### config.mk
export PLATFORM = sky130hd
export DESIGN_NAME = iob_iob2wishbone
export DESIGN_NICKNAME = d
export VERILOG_FILES = /design/src/rtl/iob_iob2wishbone.sv
export SDC_FILE = /design/constraint.sdc
export NUM_CORES = 1
export LEC_CHECK = 0
export BUFFER_PORTS_ARGS = -buffer_cell sky130_fd_sc_hd__buf_2
export CORE_MARGIN = 2
export CORE_UTILIZATION = 54
export CTS_BUF_LIST = sky130_fd_sc_hd__clkbuf_8
export DETAILED_ROUTE_END_ITERATION = 7
export PLACE_DENSITY = 0.87
export SLEW_MARGIN = 20
export SYNTH_ARGS = -nofsm -noshare
export SYNTH_HDL_FRONTEND = slang
export SYNTH_SLANG_ARGS = --single-unit
### constraint.sdc
create_clock -name clk_i -period 3.03 [get_ports clk_i]
set_input_delay 0 -clock clk_i [delete_from_list [all_inputs] [get_ports clk_i]]
set_output_delay 0 -clock clk_i [all_outputs]
set_load 0.005 [all_outputs]
### src/rtl/iob_iob2wishbone.sv
// IOb-bus slave to classic Wishbone master bridge.
// Each accepted IOb request becomes one Wishbone single cycle. The cycle ends
// on ack, on err, or when the optional cycle counter expires.
module iob_iob2wishbone #(
    parameter int ADDR_W  = 32,
    parameter int DATA_W  = 32,
    parameter int TIMEOUT = 255
) (
    input  logic                clk_i,
    input  logic                arst_n_i,
    input  logic                cke_i,
    input  logic                iob_avalid_i,
    input  logic [ADDR_W-1:0]   iob_addr_i,
    input  logic [DATA_W-1:0]   iob_wdata_i,
    input  logic [DATA_W/8-1:0] iob_wstrb_i,
    output logic                iob_ready_o,
    output logic                iob_rvalid_o,
    output logic [DATA_W-1:0]   iob_rdata_o,
    output logic                iob_err_o,
    output logic [ADDR_W-1:0]   wb_adr_o,
    output logic [DATA_W-1:0]   wb_dat_o,
    output logic [DATA_W/8-1:0] wb_sel_o,
    output logic                wb_we_o,
    output logic                wb_cyc_o,
    output logic                wb_stb_o,
    input  logic [DATA_W-1:0]   wb_dat_i,
    input  logic                wb_ack_i,
    input  logic                wb_err_i
);

    localparam int STRB_W = DATA_W / 8;
    // Keep the counter at least one bit wide so TIMEOUT=0 still elaborates.
    localparam int CNT_W  = (TIMEOUT > 0) ? $clog2(TIMEOUT + 1) : 1;
    // The counter holds (stb cycles already spent); the last allowed cycle is TIMEOUT-1.
    localparam logic [CNT_W-1:0] CNT_LAST = (TIMEOUT > 0) ? CNT_W'(TIMEOUT - 1) : '0;

    typedef enum logic {
        IDLE = 1'b0,
        BUS  = 1'b1
    } state_t;

    state_t              state, state_nxt;
    logic [CNT_W-1:0]    cnt, cnt_nxt;
    logic [ADDR_W-1:0]   adr, adr_nxt;
    logic [DATA_W-1:0]   dat, dat_nxt;
    logic [STRB_W-1:0]   sel, sel_nxt;
    logic                we, we_nxt;
    logic                rvalid, rvalid_nxt;
    logic                err, err_nxt;
    logic [DATA_W-1:0]   rdata, rdata_nxt;
    logic                timeout_hit;

    assign timeout_hit = (TIMEOUT != 0) && (cnt == CNT_LAST);

    // Next-state and next register values; error beats ack, ack beats timeout.
    always_comb begin
        state_nxt  = state;
        cnt_nxt    = cnt;
        adr_nxt    = adr;
        dat_nxt    = dat;
        sel_nxt    = sel;
        we_nxt     = we;
        rvalid_nxt = 1'b0;
        err_nxt    = 1'b0;
        rdata_nxt  = rdata;
        case (state)
            IDLE: begin
                if (iob_avalid_i) begin
                    state_nxt = BUS;
                    cnt_nxt   = '0;
                    adr_nxt   = iob_addr_i;
                    dat_nxt   = iob_wdata_i;
                    we_nxt    = |iob_wstrb_i;
                    sel_nxt   = (|iob_wstrb_i) ? iob_wstrb_i : {STRB_W{1'b1}};
                end
            end
            BUS: begin
                cnt_nxt = (cnt == {CNT_W{1'b1}}) ? cnt : cnt + 1'b1;
                if (wb_err_i || (!wb_ack_i && timeout_hit)) begin
                    state_nxt = IDLE;
                    err_nxt   = 1'b1;
                    if (!we) begin
                        rvalid_nxt = 1'b1;
                        rdata_nxt  = {DATA_W{1'b1}};
                    end
                end else if (wb_ack_i) begin
                    state_nxt = IDLE;
                    if (!we) begin
                        rvalid_nxt = 1'b1;
                        rdata_nxt  = wb_dat_i;
                    end
                end
            end
            default: state_nxt = IDLE;
        endcase
    end

    // State register; frozen while the clock enable is low.
    always_ff @(posedge clk_i or negedge arst_n_i) begin
        if (!arst_n_i) begin
            state <= IDLE;
        end else if (cke_i) begin
            state <= state_nxt;
        end
    end

    // Request, counter and response registers; frozen while the clock enable is low.
    always_ff @(posedge clk_i or negedge arst_n_i) begin
        if (!arst_n_i) begin
            cnt    <= '0;
            adr    <= '0;
            dat    <= '0;
            sel    <= '0;
            we     <= 1'b0;
            rvalid <= 1'b0;
            err    <= 1'b0;
            rdata  <= '0;
        end else if (cke_i) begin
            cnt    <= cnt_nxt;
            adr    <= adr_nxt;
            dat    <= dat_nxt;
            sel    <= sel_nxt;
            we     <= we_nxt;
            rvalid <= rvalid_nxt;
            err    <= err_nxt;
            rdata  <= rdata_nxt;
        end
    end

    assign iob_ready_o  = (state == IDLE);
    assign wb_cyc_o     = (state == BUS);
    assign wb_stb_o     = (state == BUS);
    assign wb_adr_o     = adr;
    assign wb_dat_o     = dat;
    assign wb_sel_o     = sel;
    assign wb_we_o      = we;
    assign iob_rvalid_o = rvalid;
    assign iob_err_o    = err;
    assign iob_rdata_o  = rdata;

endmodule

==> Word-level counts from Yosys, hierarchy flattened <==
Cells that the tools add are included.
{ "totals": {"reg_bits": 112, "input_bits": 106, "word_cells": 42} }
{ "classes": {"n_addsub": 1, "eq_ne": 4, "n_mux": 18, "n_bitwise": 2, "reduce_logical": 8} }
{ "ops": {"columns": ["operator", "n"], "rows": [
  ["$mux W32", 4],
  ["$eq A8 B8 Y1 const B", 2],
  ["$mux W8", 2],
  ["$pmux W8 S2", 1],
  ["$mux W1", 9],
  ["$add A8 B1 Y8 const B", 1],
  ["$reduce_and A3 Y1", 2],
  ["$mux W4", 1],
  ["$ne A2 B2 Y1 const B", 2],
  ["$reduce_and A4 Y1", 1],
  ["$reduce_or A4 Y1", 1],
  ["$not A1 Y1", 2],
  ["$pmux W1 S2", 1],
  ["$reduce_bool A2 Y1", 1],
  ["$logic_and A1 B1 Y1", 1],
  ["$logic_not A1 Y1", 1],
  ["$logic_or A1 B1 Y1", 1]
]} }

==> Depth between registers and ports, before layout <==
{ "depth": {"word_depth": 5, "ltp_mapped": 6, "ltp_nobuf": 5} }

==> Least setup slack after synthesis <==
Ideal clock, no wire load.
{ "synth_timing": {"path_type": "register to register", "startpoint": "register cnt[0]", "endpoint": "register rdata[10], in the netlist iob_rdata_o[10]", "t_arrival_ps": 1455, "t_required_ps": 2908, "path_slack_ps": 1453, "stages_incl_launch_ff": 7, "path_buffers": 1, "period_less_slack_ps": 1577, "path_cell_list": "dfrtp_1 -> inv_1 -> ha_1 -> and3_1 -> a211oi_4 -> buf_6 -> a21oi_1"} }
{ "synth_between": {"elab_chain_len": 5, "word_cells_on_any_way": 6, "cone_classes": "eq/ne (1); mux (1); reduce/logical (4)"} }
{ "synth_rtl": {"columns": ["element", "line", "rtl"], "rows": [
  ["from (decl)", "43", "logic [CNT_W-1:0] cnt, cnt_nxt;"],
  ["from (signal assigned)", "119", "cnt <= cnt_nxt;"],
  ["$eq A8 B8 Y1 (*)", "53", "assign timeout_hit = (TIMEOUT != 0) && (cnt == CNT_LAST);"],
  ["$logic_and A1 B1 Y1 (*)", "79", "if (wb_err_i || (!wb_ack_i && timeout_hit)) begin"],
  ["$logic_or A1 B1 Y1 (*)", "79", null],
  ["$reduce_bool A2 Y1 (no line)", null, null],
  ["$reduce_and A4 Y1 (no line)", null, null],
  ["to (signal assigned)", "126", "rdata <= rdata_nxt;"],
  ["to (decl)", "50", "logic [DATA_W-1:0] rdata, rdata_nxt;"]
]} }
Every way passes the cells marked *; elsewhere a longest branch is shown, timed or not.
A chain may end at the register's enable or synchronous reset.

==> Worst setup path after layout <==
{ "layout_timing": {"startpoint": "register state, in the netlist wb_cyc_o", "endpoint": "register rdata[16], in the netlist iob_rdata_o[16]"} }
{ "layout_between": {"elab_chain_len": 1} }
{ "layout_rtl": {"columns": ["element", "line", "rtl"], "rows": [
  ["from (decl)", "42", "state_t state, state_nxt;"],
  ["from (signal assigned)", "103", "state <= state_nxt;"],
  ["$reduce_and A4 Y1 (no line)", null, null]
]} }
No other way between the ends.

==> results.yml <==
floorplanning:
  die_h_um: 101
  row_count: 35
  dieWidth_um: 101
  die_area_sq_mm: 0.0102
  coreArea_sq_mm: 0.00915
  floorplan.initialDensity_pct: 55.3
  ios: 212
global_route:
  grt_overflow_total: 0
  grt_pass1_vias: 5003
  grt_pass1_wl_mm: 24.1
  grt_usage_pct: 30.2
  grt_max_degree: 63
  antenna_found_initial: 0
setup_path:
  critical_path_buf_inv_count: 0
  endpoint_kind: "register"
  slowest_delay_ps: 890
  critPathTopFamily: "simple AND/OR/NAND/NOR gates"
  critPathSlowestCell: "and3b_2"
  cp_cell_sequence: "and3b_2 > mux2i_1 > a21oi_2"
  critical_path.max_fanout: 32
  startpoint_type: "register"
  cp.arrival_ps: 2200
  worstSetupPathType: "register to register"
  required_ps: 3280
yosys:
  synth_top_family_by_area: "simple AND/OR/NAND/NOR gates"
  yosysMostFrequentCell: "nand2_1"
  ys_ff_latch: 112
  syn-num-nets: 649
  synthSimpleGateAreaFrac_pct: 24.2
  yosys.area.top_type: "dfrtp_1"
  async_reset_ff_share_pct: 100
  ys.warnings.count: 0
  avgSynthCellArea_sq_um: 9.36
  ys.flop_type: "dfrtp_1"
  synth_edf_count: 0
  synthXorXnorAreaFrac_pct: 0
  synthMuxAreaShare_pct: 6.92
  synth_compound_area_share_pct: 6.55
  ys_types: 33
  netlist.area_leader.share_pct: 55.4
  yosys-top-cells-count: "211 x nand2_1, 112 x dfrtp_1, 36 x inv_1, 35 x mux2i_1, 31 x a21oi_1"
  synth_cells: 541
  seq_area_frac_synth_pct: 55.4
  synthAdderAreaFrac_pct: 0.494
  synth_area_leaders: "dfrtp_1 55%, nand2_1 16%, mux2i_1 6.9%"
  syn_area_sq_mm: 0.00506
finish:
  post-route-cell-area_sq_mm: 0.00707
  stdcell_count: 927
  diodes: 0
  drive_gt1_share_pct: 30.8
  syn_to_final_growth_pct: 39.6
  layout.nets: 919
detailed_routing:
  wl_per_cell_um: 16.3
  met1_length_mm: 5.77
  drt_first_pass_iters: 5
  vias: 5000
  drcViolationCount: 0
  ant_nets: 0
  drt_iter0_drc: 216
  drt_wl_total_mm: 15.1
  wl_met2_mm: 7.35
  via_per_inst: 5.39
  route.met3.wl_mm: 1.25
  highest_layer: "met4"
power_and_ir_drop:
  switching_share_pct: 35.2
  pwr-share-clk_pct: 19.0
  vdd_ir_drop_max_mv: 0.370
  leakage_nw: 3.77
  comb_power_share_pct: 30.8
  p_switching_mw: 1.56
  p_seq_share_pct: 50.1
  power_density_mw_per_mm2: 627
  p_int_mw: 2.87
placed_design:
  gp_congestion: 0.771
  placed_area_sq_mm: 0.00613
  place.port_buffers: 211
  dp_hpwl_mm: 8.53
  place_inst: 835
clock_tree:
  cts_max_path_buffers: 2
  clock-sinks: 112
  cts-root-buf: "clkbuf_8"
  htreeDepth: 3
  cts.clk_slew.worst_paths_ps: 110
  cts_tree: "built"
  cts_made_buffers: 9
  clk_latency_ps: 360
timing:
  post-route-period-util_pct: 64.2
  hold_violations: 0
  setup_viol: 0
  clock.fmax_ghz: 0.514
  skew_ps: 6.13
  rsz0062_at_grt: "false"
  drv_slew: 0
  finalCriticalPeriod_ps: 1950
  setup_tns_ps: 0
  worstMarginPinSlew_ps: 957
  relSlewSlack_pct: 36.2
min_path:
  hold_path_class: "input port to register"
job:
  maxCapViolCount: 0
status:
  status: "finished, final reports clean"
## per-stage QoR
step	power, mW	setup slack [ps]	utilization (%)	hold slack (ps)
after floorplan	2.80	1450	-	-296
final	4.43	1080	77.2	2.61
after detailed placement	3.46	1110	66.9	65.2
after CTS	4.36	1080	77.2	1.66
after global placement	3.38	1200	66.9	59.2
after global routing	4.71	921	77.2	18.0
## final timing paths
check	start	end	cells past startpoint	slack [ps]
worst max-delay path	wb_cyc_o	iob_rdata_o[16]	3	1080
worst min-delay path	wb_dat_i[13]	iob_rdata_o[13]	4	3
worst max register to register	wb_cyc_o	iob_rdata_o[16]	3	1080
worst min register to register	wb_dat_o[17]	wb_dat_o[17]	2	480
max in group asynchronous	arst_n_i	wb_adr_o[20]	3	2100
min in group asynchronous	arst_n_i	iob_rdata_o[12]	2	190
## power groups by stage
stage	logic [mW]	clock network, mW	registers [mW]
6_report	1.37	0.843	2.22
5_1_grt	1.53	0.910	2.27
4_1_cts	1.32	0.846	2.19
3_5_place_dp	1.24	0	2.22
3_3_place_gp	1.18	0	2.19
2_1_floorplan	0.577	0	2.22
## registers in the layout (all words and copies together), names as in the netlist
signal        count
cnt               8
iob_err_o         1
iob_rdata_o      32
iob_rvalid_o      1
wb_adr_o         32
wb_cyc_o          1
wb_dat_o         32
wb_sel_o          4
wb_we_o           1
## placed cells by master, fill, tap and decap left out, types with 5 or more instances in the layout
| master | instances |
|---|---|
| clkbuf_8 | 9 |
| inv_1 | 37 |
| a21oi_1 | 31 |
| nor3_1 | 7 |
| o21ai_0 | 8 |
| dfrtp_1 | 112 |
| dlygate4sd3_1 | 76 |
| or3b_1 | 21 |
| nand2_1 | 211 |
| buf_4 | 6 |
| or3b_2 | 11 |
| nand3_1 | 5 |
| mux2i_1 | 35 |
| buf_2 | 210 |
## area by class of cell
class                      instances  area [sq um]
tap                              111           139
sequential                       112          2800
multi-input combinational        359          1930
clock buffer                       9           124
clock inverter                     7          55.1
timing repair buffer             293          1880
fill                             533          2090
inverter                          36           135
## what timing repair did
| item | CTS | global route |
|---|---|---|
| hold buffers | 76 | 0 |
| gates resized for setup | 0 | 0 |
| buffers inserted | 0 | 0 |
| endpoints found under the hold margin | 126 | 0 |
## layer usage
metal	vias to the layer above	global-route usage, %
met2	295	49.6
met4	0	16.1
met1	2360	37.0
li1	2276	-
met5	-	0
met3	69	7.21
## cell families after synthesis
kind of cell	count (synthesis)
multiplexers	35
flip-flops	112
adder cells (fa/ha/maj)	2
AND/OR/NAND/NOR	268
AO/OA/AOI/OAI	54
buffers and inverters	70
## worst reg2reg max path: stages, from the launching register on
cell	delay, ps
dfrtp_1	570
and3b_2	890
mux2i_1	320
a21oi_2	50
No activity file was read; power rests on OpenSTA's default activity.
